===== config.mk =====
export PLATFORM = sky130hd
export DESIGN_NAME = rr_arbiter_16
export DESIGN_NICKNAME = d
export VERILOG_FILES = /design/src/rtl/rr_arbiter_16.sv
export SDC_FILE = /design/constraint.sdc
export NUM_CORES = 1
export LEC_CHECK = 0
export CAP_MARGIN = 20
export CORE_UTILIZATION = 58
export CTS_CLUSTER_SIZE = 40
export DETAILED_ROUTE_END_ITERATION = 12
export PLACE_DENSITY = 0.8
export SLEW_MARGIN = 10
export SYNTH_ARGS = -nofsm -noshare
export SYNTH_HDL_FRONTEND = slang
export SYNTH_SLANG_ARGS = --single-unit

===== constraint.sdc =====
create_clock -name clk -period 13.8 [get_ports clk]
set_input_delay 2.76 -clock clk [delete_from_list [all_inputs] [get_ports clk]]
set_output_delay 2.76 -clock clk [all_outputs]
set_load 0.005 [all_outputs]

===== src/rtl/rr_arbiter_16.sv =====
// Round-robin arbiter: 16 requesters share one one-hot select bus; grant held until release.
// Optional ARB_TIMEOUT_EN macro adds a HOLD_MAX-cycle ownership limit with a preempt pulse.
`timescale 1ns/1ps

module rr_arbiter_16 #(
  parameter int unsigned HOLD_MAX = 8
) (
  input  logic        clk,
  input  logic        rst_n,
  input  logic [15:0] req,
  output logic [15:0] gnt,
  output logic [3:0]  gnt_idx,
  output logic        gnt_vld,
  output logic        preempt
);

  localparam int unsigned N     = 16;
  localparam int unsigned IDX_W = 4;

  localparam logic [0:0] ST_IDLE  = 1'b0;
  localparam logic [0:0] ST_GRANT = 1'b1;

  if (HOLD_MAX == 0 || HOLD_MAX > 255) begin : g_hold_range
    $error("rr_arbiter_16: HOLD_MAX must be in 1..255");
  end

  logic [0:0]       state_q, state_d;
  logic [IDX_W-1:0] ptr_q, ptr_d;
  logic [N-1:0]     gnt_q, gnt_d;
  logic [IDX_W-1:0] idx_q, idx_d;
  logic             vld_q, vld_d;

`ifdef ARB_TIMEOUT_EN
  localparam int unsigned CNT_W = 8;
  logic [CNT_W-1:0] hold_q, hold_d;
  logic             preempt_q, preempt_d;
`endif

  logic             pick_found_c;
  logic [IDX_W-1:0] pick_idx_c;
  logic [IDX_W-1:0] cand_c;

  // First requester at or above ptr, wrapping 15 -> 0.
  always_comb begin
    pick_found_c = 1'b0;
    pick_idx_c   = '0;
    cand_c       = ptr_q;
    for (int unsigned off = 0; off < N; off++) begin
      cand_c = ptr_q + IDX_W'(off);
      if (!pick_found_c && req[cand_c]) begin
        pick_found_c = 1'b1;
        pick_idx_c   = cand_c;
      end
    end
  end

  // Next-state and registered-output logic.
  always_comb begin
    state_d = state_q;
    ptr_d   = ptr_q;
    gnt_d   = gnt_q;
    idx_d   = idx_q;
    vld_d   = vld_q;
`ifdef ARB_TIMEOUT_EN
    hold_d    = hold_q;
    preempt_d = 1'b0;
`endif
    case (state_q)
      ST_IDLE: begin
        if (pick_found_c) begin
          idx_d   = pick_idx_c;
          gnt_d   = N'(1) << pick_idx_c;
          vld_d   = 1'b1;
          state_d = ST_GRANT;
`ifdef ARB_TIMEOUT_EN
          hold_d  = '0;
`endif
        end
      end
      ST_GRANT: begin
        if (!req[idx_q]) begin
          gnt_d   = '0;
          vld_d   = 1'b0;
          ptr_d   = idx_q + IDX_W'(1);
          state_d = ST_IDLE;
        end
`ifdef ARB_TIMEOUT_EN
        // Owner still requesting at the limit: forced release, owner drops to lowest priority.
        else if (hold_q == CNT_W'(HOLD_MAX - 1)) begin
          gnt_d     = '0;
          vld_d     = 1'b0;
          ptr_d     = idx_q + IDX_W'(1);
          state_d   = ST_IDLE;
          preempt_d = 1'b1;
        end else begin
          hold_d = hold_q + CNT_W'(1);
        end
`endif
      end
      default: begin
        state_d = ST_IDLE;
        gnt_d   = '0;
        vld_d   = 1'b0;
      end
    endcase
  end

  always_ff @(posedge clk or negedge rst_n) begin
    if (!rst_n) begin
      state_q <= ST_IDLE;
      ptr_q   <= '0;
      gnt_q   <= '0;
      idx_q   <= '0;
      vld_q   <= 1'b0;
    end else begin
      state_q <= state_d;
      ptr_q   <= ptr_d;
      gnt_q   <= gnt_d;
      idx_q   <= idx_d;
      vld_q   <= vld_d;
    end
  end

`ifdef ARB_TIMEOUT_EN
  always_ff @(posedge clk or negedge rst_n) begin
    if (!rst_n) begin
      hold_q    <= '0;
      preempt_q <= 1'b0;
    end else begin
      hold_q    <= hold_d;
      preempt_q <= preempt_d;
    end
  end

  assign preempt = preempt_q;
`else
  assign preempt = 1'b0;
`endif

  assign gnt     = gnt_q;
  assign gnt_idx = idx_q;
  assign gnt_vld = vld_q;

endmodule

; ---- Word level (Yosys, flattened, before mapping)
; Cells that the tools add are included.
[op_classes]
addsub = 16
reduce_logical = 33
bitwise = 2
n_eq_ne = 2
mux = 75
n_lt_le_gt_ge = 17
n_shift = 1
[op_table]
columns = operator, n
row1 = $lt 4x5->1 const B, 17
row2 = $bmux 1 s4, 17
row3 = $mux 4, 16
row4 = $mux 1, 37
row5 = $add 4x4->4 const B, 8
row6 = $mux 16, 2
row7 = $pmux 16 s2, 1
row8 = $add 4x3->4 const B, 4
row9 = $shl 1x4->16 const A, 1
row10 = $logic_and 1x1->1, 15
row11 = $logic_not 1->1, 15
row12 = $add 4x1->4 const B, 2
row13 = $add 4x2->4 const B, 2
row14 = $reduce_and 2->1, 3
row15 = $ne 2x2->1 const B, 2
row16 = $pmux 1 s2, 2
row17 = $not 1->1, 2
[totals]
ff_bits = 26
out_inout_bits = 22
wordCells = 151

; ---- Longest topological paths before layout
; Gate-level depths: netlist (run 1).
[logic_depth]
ltp_word = 51
ltp_mapped = 18

; ---- Least setup slack after synthesis (run 1)
; No wires, ideal clock.
[synth_path]
path_kind = input to register
from = in req[10]
to = reg gnt_q[1] (netlist: gnt[1])
stages = 11
arrival_time_ns = 5.807
slack_ns = 7.883
required_time_ns = 13.690
n_path_buf = 2
setup_time_ns = 0.110
path_cell_list = mux2_1 > mux4_2 > and2_4 > buf_6 > or4_4 > or4_4 > buf_6 > nor3_2 > and3_2 > a31oi_4 > o41ai_1
[synth_between]
elab_chain_cells = 51
elab_cells_between_ends = 102
[synth_lines]
columns = element, line_no
row1 = start: declaration, 10  ; input logic [15:0] req,
row2 = $bmux 1 s4, 50  ; if (!pick_found_c && req[cand_c]) begin
row3 = $mux 1 (implied by the code), 50
row4 = $mux 1, 50
row5 = $logic_not 1->1, 50
row6 = $logic_and 1x1->1, 50
row7 = $mux 1, 50
row8 = $logic_not 1->1, 50
row9 = $logic_and 1x1->1, 50
row10 = [35 not listed], -
row11 = $logic_and 1x1->1, 50
row12 = $mux 1, 50
row13 = $logic_not 1->1, 50
row14 = $logic_and 1x1->1, 50
row15 = $mux 4, 50
row16 = $shl 1x4->16, 72  ; gnt_d = N'(1) << pick_idx_c;
row17 = $mux 16, 70  ; if (pick_found_c) begin
row18 = $pmux 16 s2, 68  ; case (state_q)
row19 = end signal: assignment, 118  ; gnt_q <= gnt_d;
row20 = end: declaration, 29  ; logic [N-1:0] gnt_q, gnt_d;
; Several ways; a longest one is shown, not always the timed one. The select of a mux whose other input is x is not followed.
; A chain may end at the register's enable or synchronous reset.

; ---- Worst setup path after layout (run 1)
[layout_path]
from = in req[12]
to = reg gnt_q[2] (netlist: gnt[2])
; The elaborated chain is that of the path after synthesis.

==> run metrics, run 1 <==
htree depth=1; Setup TNS=0 ps; Synth warnings=0; fin util=0.678; clk buf depth=2; IO Pins=40; Post-Syn Area=around 0.0036 mm^2; Worst-Skew Late Latency=260 ps; commonest non-fill, non-tap cells in the layout=41 x nand2_1, 38 x clkdlybuf4s50_1, 29 x nor2_1, 28 x mux4_2, 26 x dfrtp_1; Worst R2R Setup Slack=approximately 8000 ps; largest net degree at the start of global routing=35; Synth-to-Final Area Change=12.1%; Slew @ Worst Pin=between 1000 and 1500 ps; Row Count=28; Critical Path RT=between 10,000 and 15,000 ps; CP endpoint kind=flop; RePlAce Congestion=approximately 0.95; CTS tree=built; clk sinks=26; Final Skew=between 1.5 and 2 ps; initial antenna violation count=0; MaxCap Viol Count=0; all-layer global routing usage=0.327; Worst Hold Class=reg -> reg; crit path DAT=7300 ps; FMAX=140 MHz; syn avg cell area=around 9.5 um^2; Mapped Nets=slightly above 400; Post-CTS Hold Buffers=0; status=complete, no violations; wire per inst=between 20 and 25 um; Final Hold Fails=0; reg2reg end=gnt[2]; critical path peak fanout=16; Distinct cells, synth=80; total grt overflow=0; min-delay src=gnt_vld; Initial Util=0.605; fraction of layout cells with a size suffix above 1=0.204; Hold Path Stages=1; Post-synth EDFFs=0; dpl hpwl=between 7000 and 8000 um; global-route wire length before repair=between 15,000 and 20,000 um; cell depth of the worst flop-to-flop path=12; Final min period=~7000 ps; Vias=3,433; Die ar.=0.00653 mm^2; Final setup viols=0; initial DRC count=412; Post-CTS Setup Bufs=0; Vias/cell=~7.2; critical path class=in -> reg; Final Slew Violations=0; #FFs+latches synth=26; CTS Buf Count=3; Mapped Cells=between 300 and 400; WHS Endpoint=gnt_vld; core area=roughly 0.0060 mm^2; Post-DRT Antenna Nets=0; most common cell after layout, fill and taps aside=nand2_1; n_diodes=0; Critical R2R Launch=ptr_q[1]; chip height=between 80 and 90 um; Port Buffers=38; vias in the first global route=~3.3k; Worst slew margin=0.308; sequential fraction of the synthesis area=0.181; 1st-pass router iterations=5; Final Net Count=around 430; CP Launch Type=primary input; RSZ-0062 raised after global routing=no; Final period util=0.519; root buf cell=clkbuf_8; clk slew on worst S/H paths=around 80 ps; ys flop type=dfrtp_1; asr flop ratio synth=1.00; Residual DRC=0; post-CTS sizing=0; Routed WL=between 10,000 and 15,000 um; Chip Width=around 81 um
[cell usage after synthesis (4+ instances only)]
cell type	n	area share
a21oi_1	14	0.019
o21ai_0	17	0.024
xor2_1	5	0.012
o41ai_1	10	0.024
a211oi_1	5	0.010
ha_1	9	0.031
mux2_2	15	0.047
dfrtp_1	26	0.18
a31oi_1	5	0.0087
o21a_1	4	0.0083
a221oi_1	5	0.012
mux4_2	28	0.17
clkbuf_1	11	0.011
nand3_1	6	0.0083
xnor2_1	7	0.017
nor2_1	29	0.030
nor2b_1	4	0.0069
a21o_1	4	0.0083
inv_1	15	0.016
nand2_1	41	0.043
o41ai_2	7	0.032
mux2i_1	17	0.047
buf_2	4	0.0056
buf_6	7	0.022
[flip-flops by register name, summed over array words and instances, names as in the netlist]
| register | cells |
|---|---|
| gnt_vld | 1 |
| gnt | 16 |
| gnt_idx | 4 |
| ptr_q | 4 |
| state_q | 1 |
[critical path: stages]
cell	delay, ps
clkdlybuf4s50_1	470
mux2_2	340
mux4_2	530
a211oi_1	670
nand4_2	320
nor4_1	530
a31oi_1	500
nor2_1	900
nand2_1	160
o41ai_1	110
[area by class of cell]
class	instances	area (um^2)
multi-input cells	313	2750
fillers	471	1920
flip-flops and latches	26	651
repair buffers	45	453
well taps	75	93.8
inverters	15	56.3
clock buffers	3	41.3
[kinds of logic after synthesis]
kind of cell             share of synthesized area
flip-flops                                   0.181
AO/OA/AOI/OAI                                0.259
XOR/XNOR                                    0.0292
other                                      0.00104
buffers and inverters                       0.0576
multiplexers                                 0.282
adder cells (fa/ha/maj)                     0.0313
AND/OR/NAND/NOR                              0.159
[layer usage]
layer | vias up | global-route usage | share of wire | routed length, um
met4 | 0 | 0.130 | 0.033 | 346
met2 | 219 | 0.516 | 0.46 | 4720
met5 | - | 0 | 0 | 0
li1 | 1541 | - | - | -
met3 | 34 | 0.0483 | 0.097 | 1010
met1 | 1639 | 0.451 | 0.41 | 4280
[worst max-delay path by stage]
stage,start,slack (ps),to,cells past startpoint
after floorplan,req[10],7880,gnt[1],11
after global placement,req[14],6640,gnt[8],10
after detailed placement,req[12],6470,gnt[0],10
after CTS,req[12],6720,gnt[2],10
after global routing,req[12],6440,gnt[2],10
final,req[12],6640,gnt[2],10
[metrics by stage]
step / hold WS, ps / instances / worst slack (ps) / cell area (um^2)
2_1_floorplan: 467 / 378 / 7880 / 3600
3_3_place_gp: 462 / 473 / 6640 / 3970
3_5_place_dp: 465 / 474 / 6470 / 4000
4_1_cts: 488 / 477 / 6720 / 4040
5_1_grt: 510 / 477 / 6440 / 4040
6_report: 487 / 477 / 6640 / 4040
Power of run 1 is left out: the tool's default activity adds up to more than one toggle a clock period on the data nets, which glitch-free logic cannot reach.
==> run 2: changes to the inputs <==
--- a/config.mk
+++ b/config.mk
@@ -6,10 +6,10 @@
 export NUM_CORES = 1
 export LEC_CHECK = 0
 export CAP_MARGIN = 20
-export CORE_UTILIZATION = 58
+export CORE_UTILIZATION = 53
 export CTS_CLUSTER_SIZE = 40
 export DETAILED_ROUTE_END_ITERATION = 12
-export PLACE_DENSITY = 0.8
+export PLACE_DENSITY = 0.77
 export SLEW_MARGIN = 10
 export SYNTH_ARGS = -nofsm -noshare
 export SYNTH_HDL_FRONTEND = slang
==> constraint.sdc (replaced) <==
create_clock -name clk -period 6.1 [get_ports clk]
set_input_delay 1.22 -clock clk [delete_from_list [all_inputs] [get_ports clk]]
set_output_delay 1.22 -clock clk [all_outputs]
set_load 0.005 [all_outputs]
==> run 2 against run 1 <==
- critical path depth stayed put
- die area is 9.2% higher
- clock-buffer cell count unchanged
- sequential share of layout area down 0.26 points
- flip-flop and latch count unchanged
==> run metrics, run 2 (synthesis results as in run 1) <==
crit path buf inv count=1 (unchanged); Worst Hold Class=reg -> reg (unchanged); global-route wire length before repair=17,700 um (was 16,300 um); min-delay src=gnt[4] (was gnt_vld); Post-DRT Antenna Nets=0 (unchanged); all-layer global routing usage=0.317 (was 0.327); clk slew on worst S/H paths=90 ps (was 80 ps); htree depth=1 (unchanged); Vias=3,486 (was 3,433); dpl hpwl=8040 um (was 7680 um); FMAX=between 150 and 200 MHz; CP endpoint kind=flop (unchanged); core area=0.00646 mm^2 (was 0.00596 mm^2); fin util=0.636 (was 0.678); status=complete, no violations (unchanged); Vias/cell=7.17 (was 7.20); total grt overflow=0 (unchanged); Setup WS post-layout=1020 ps (was 6640 ps); Fin Hold WS=485 ps (was 487 ps); largest net degree at the start of global routing=35 (unchanged); clk buf depth=2 (unchanged); Slew @ Worst Pin=1010 ps (was 1030 ps); MaxCap Viol Count=0 (unchanged); Critical Path RT=6240 ps (was 13,940 ps); Residual DRC=0 (unchanged); Setup TNS=0 ps (unchanged); Initial Util=0.558 (was 0.605); Final Skew=5.46 ps (was 1.79 ps); initial antenna violation count=0 (unchanged); most common cell after layout, fill and taps aside=nand2_1 (unchanged); Worst slew margin=0.319 (was 0.308); n_diodes=0 (unchanged); Post-CTS Setup Bufs=0 (unchanged); WHS Endpoint=gnt[4] (was gnt_vld); pre-CTS setup slack=864 ps (was 6470 ps); RSZ-0062 raised after global routing=no (unchanged); Synth-to-Final Area Change=13.9% (was 12.1%); post-CTS sizing=0 (unchanged); 1st-pass router iterations=6 (was 5); Port Buffers=38 (unchanged); critical path class=in -> reg (unchanged); IO Pins=40 (unchanged); CP Cell Sequence=clkdlybuf4s50_1, mux4_2, a22oi_1, nand2_1, or4_4, nor4_1, a31oi_1, and3_2, a31oi_4, o41ai_2 (was clkdlybuf4s50_1, mux2_2, mux4_2, a211oi_1, nand4_2, nor4_1, a31oi_1, nor2_1, nand2_1, o41ai_1); Row Count=29 (was 28); commonest non-fill, non-tap cells in the layout=41 x nand2_1, 38 x clkdlybuf4s50_1, 29 x nor2_1, 28 x mux4_2, 26 x dfrtp_1 (unchanged); Critical R2R Launch=ptr_q[1] (unchanged); Final period util=0.832; wire per inst=22.1 um (was 21.7 um); Final Hold Fails=0 (unchanged); Post-CTS Hold Buffers=0 (unchanged); clk sinks=26 (unchanged); CTS tree=built (unchanged); initial DRC count=461 (was 412); CP delay by family, top=simple AND/OR/NAND/NOR gates (unchanged); chip height=84.5 um (was 80.8 um); Final Net Count=437 (was 431); root buf cell=clkbuf_8 (unchanged); slowest CP cell=mux4_2 (was nor2_1); CP Launch Type=primary input (unchanged); crit path DAT=5220 ps (was 7300 ps); max incr delay on CP=590 ps (was 900 ps); Final Slew Violations=0 (unchanged); cell depth of the worst flop-to-flop path=12 (unchanged); max reg flops=16 (unchanged); Worst-Skew Late Latency=270 ps (was 260 ps); Worst R2R Setup Slack=1320 ps (was 7860 ps); Routed WL=10,800 um (was 10,300 um); Die ar.=0.00713 mm^2 (was 0.00653 mm^2); RePlAce Congestion=0.981 (was 0.951); Final min period=just over 5000 ps; CTS Buf Count=3 (unchanged); Hold Path Stages=2 (was 1); reg2reg end=gnt[15] (was gnt[2]); critical path peak fanout=11 (was 16); Final setup viols=0 (unchanged); fraction of layout cells with a size suffix above 1=0.218 (was 0.204); vias in the first global route=3,270 (was 3,262); Chip Width=84.5 um (was 80.8 um)
## run 2: changes by cell type in the layout (fill, tap and decap cells not counted), sizes merged
cell | before | now
buf | 7 | 13
bufinv | 0 | 1
## run 2: how the worst max path moves through the flow
stage | startpoint | to | slack (ps) | cells past startpoint
floorplan | ptr_q[1] | gnt[1] | 1280 | 15
CTS | req[7] | gnt[15] | 1160 | 10
global placement | req[12] | gnt[1] | 1020 | 10
finish | req[7] | gnt[15] | 1020 | 10
detailed placement | req[13] | gnt[15] | 860 | 10
global route | req[9] | gnt[1] | 810 | 11
## run 2: routing by layer
metal / GRT usage / share of wire
met5: 0 / 0
met4: 0.112 / 0.029
met2: 0.481 / 0.46
met1: 0.465 / 0.42
met3: 0.0472 / 0.089
## run 2: metrics by stage
| stage | std cells | instance area, um^2 |
|---|---|---|
| 2_1_floorplan | 378 | 3600 |
| 3_3_place_gp | 481 | 4020 |
| 3_5_place_dp | 482 | 4030 |
| 4_1_cts | 486 | 4110 |
| 5_1_grt | 486 | 4110 |
| 6_report | 486 | 4110 |
## run 2: final cells by class
type | instances | area, um^2
Clock buffer | 3 | 41.3
Timing Repair Buffer | 51 | 485
Fill cell | 554 | 2350
Multi-Input combinational cell | 313 | 2750
Inverter | 15 | 56.3
Sequential cell | 26 | 651
Tap cell | 77 | 96.3
Clock inverter | 1 | 30.0
## run 2: worst reg2reg max path: cells and delay by family, from the launching register on
kind	cells	cell delay, ps
compound gates	5	1210
simple gates	3	1430
mux	1	630
buf+inv	2	340
fa+ha+maj	1	700
flops	1	350
Power of run 2 is left out for the same reason.
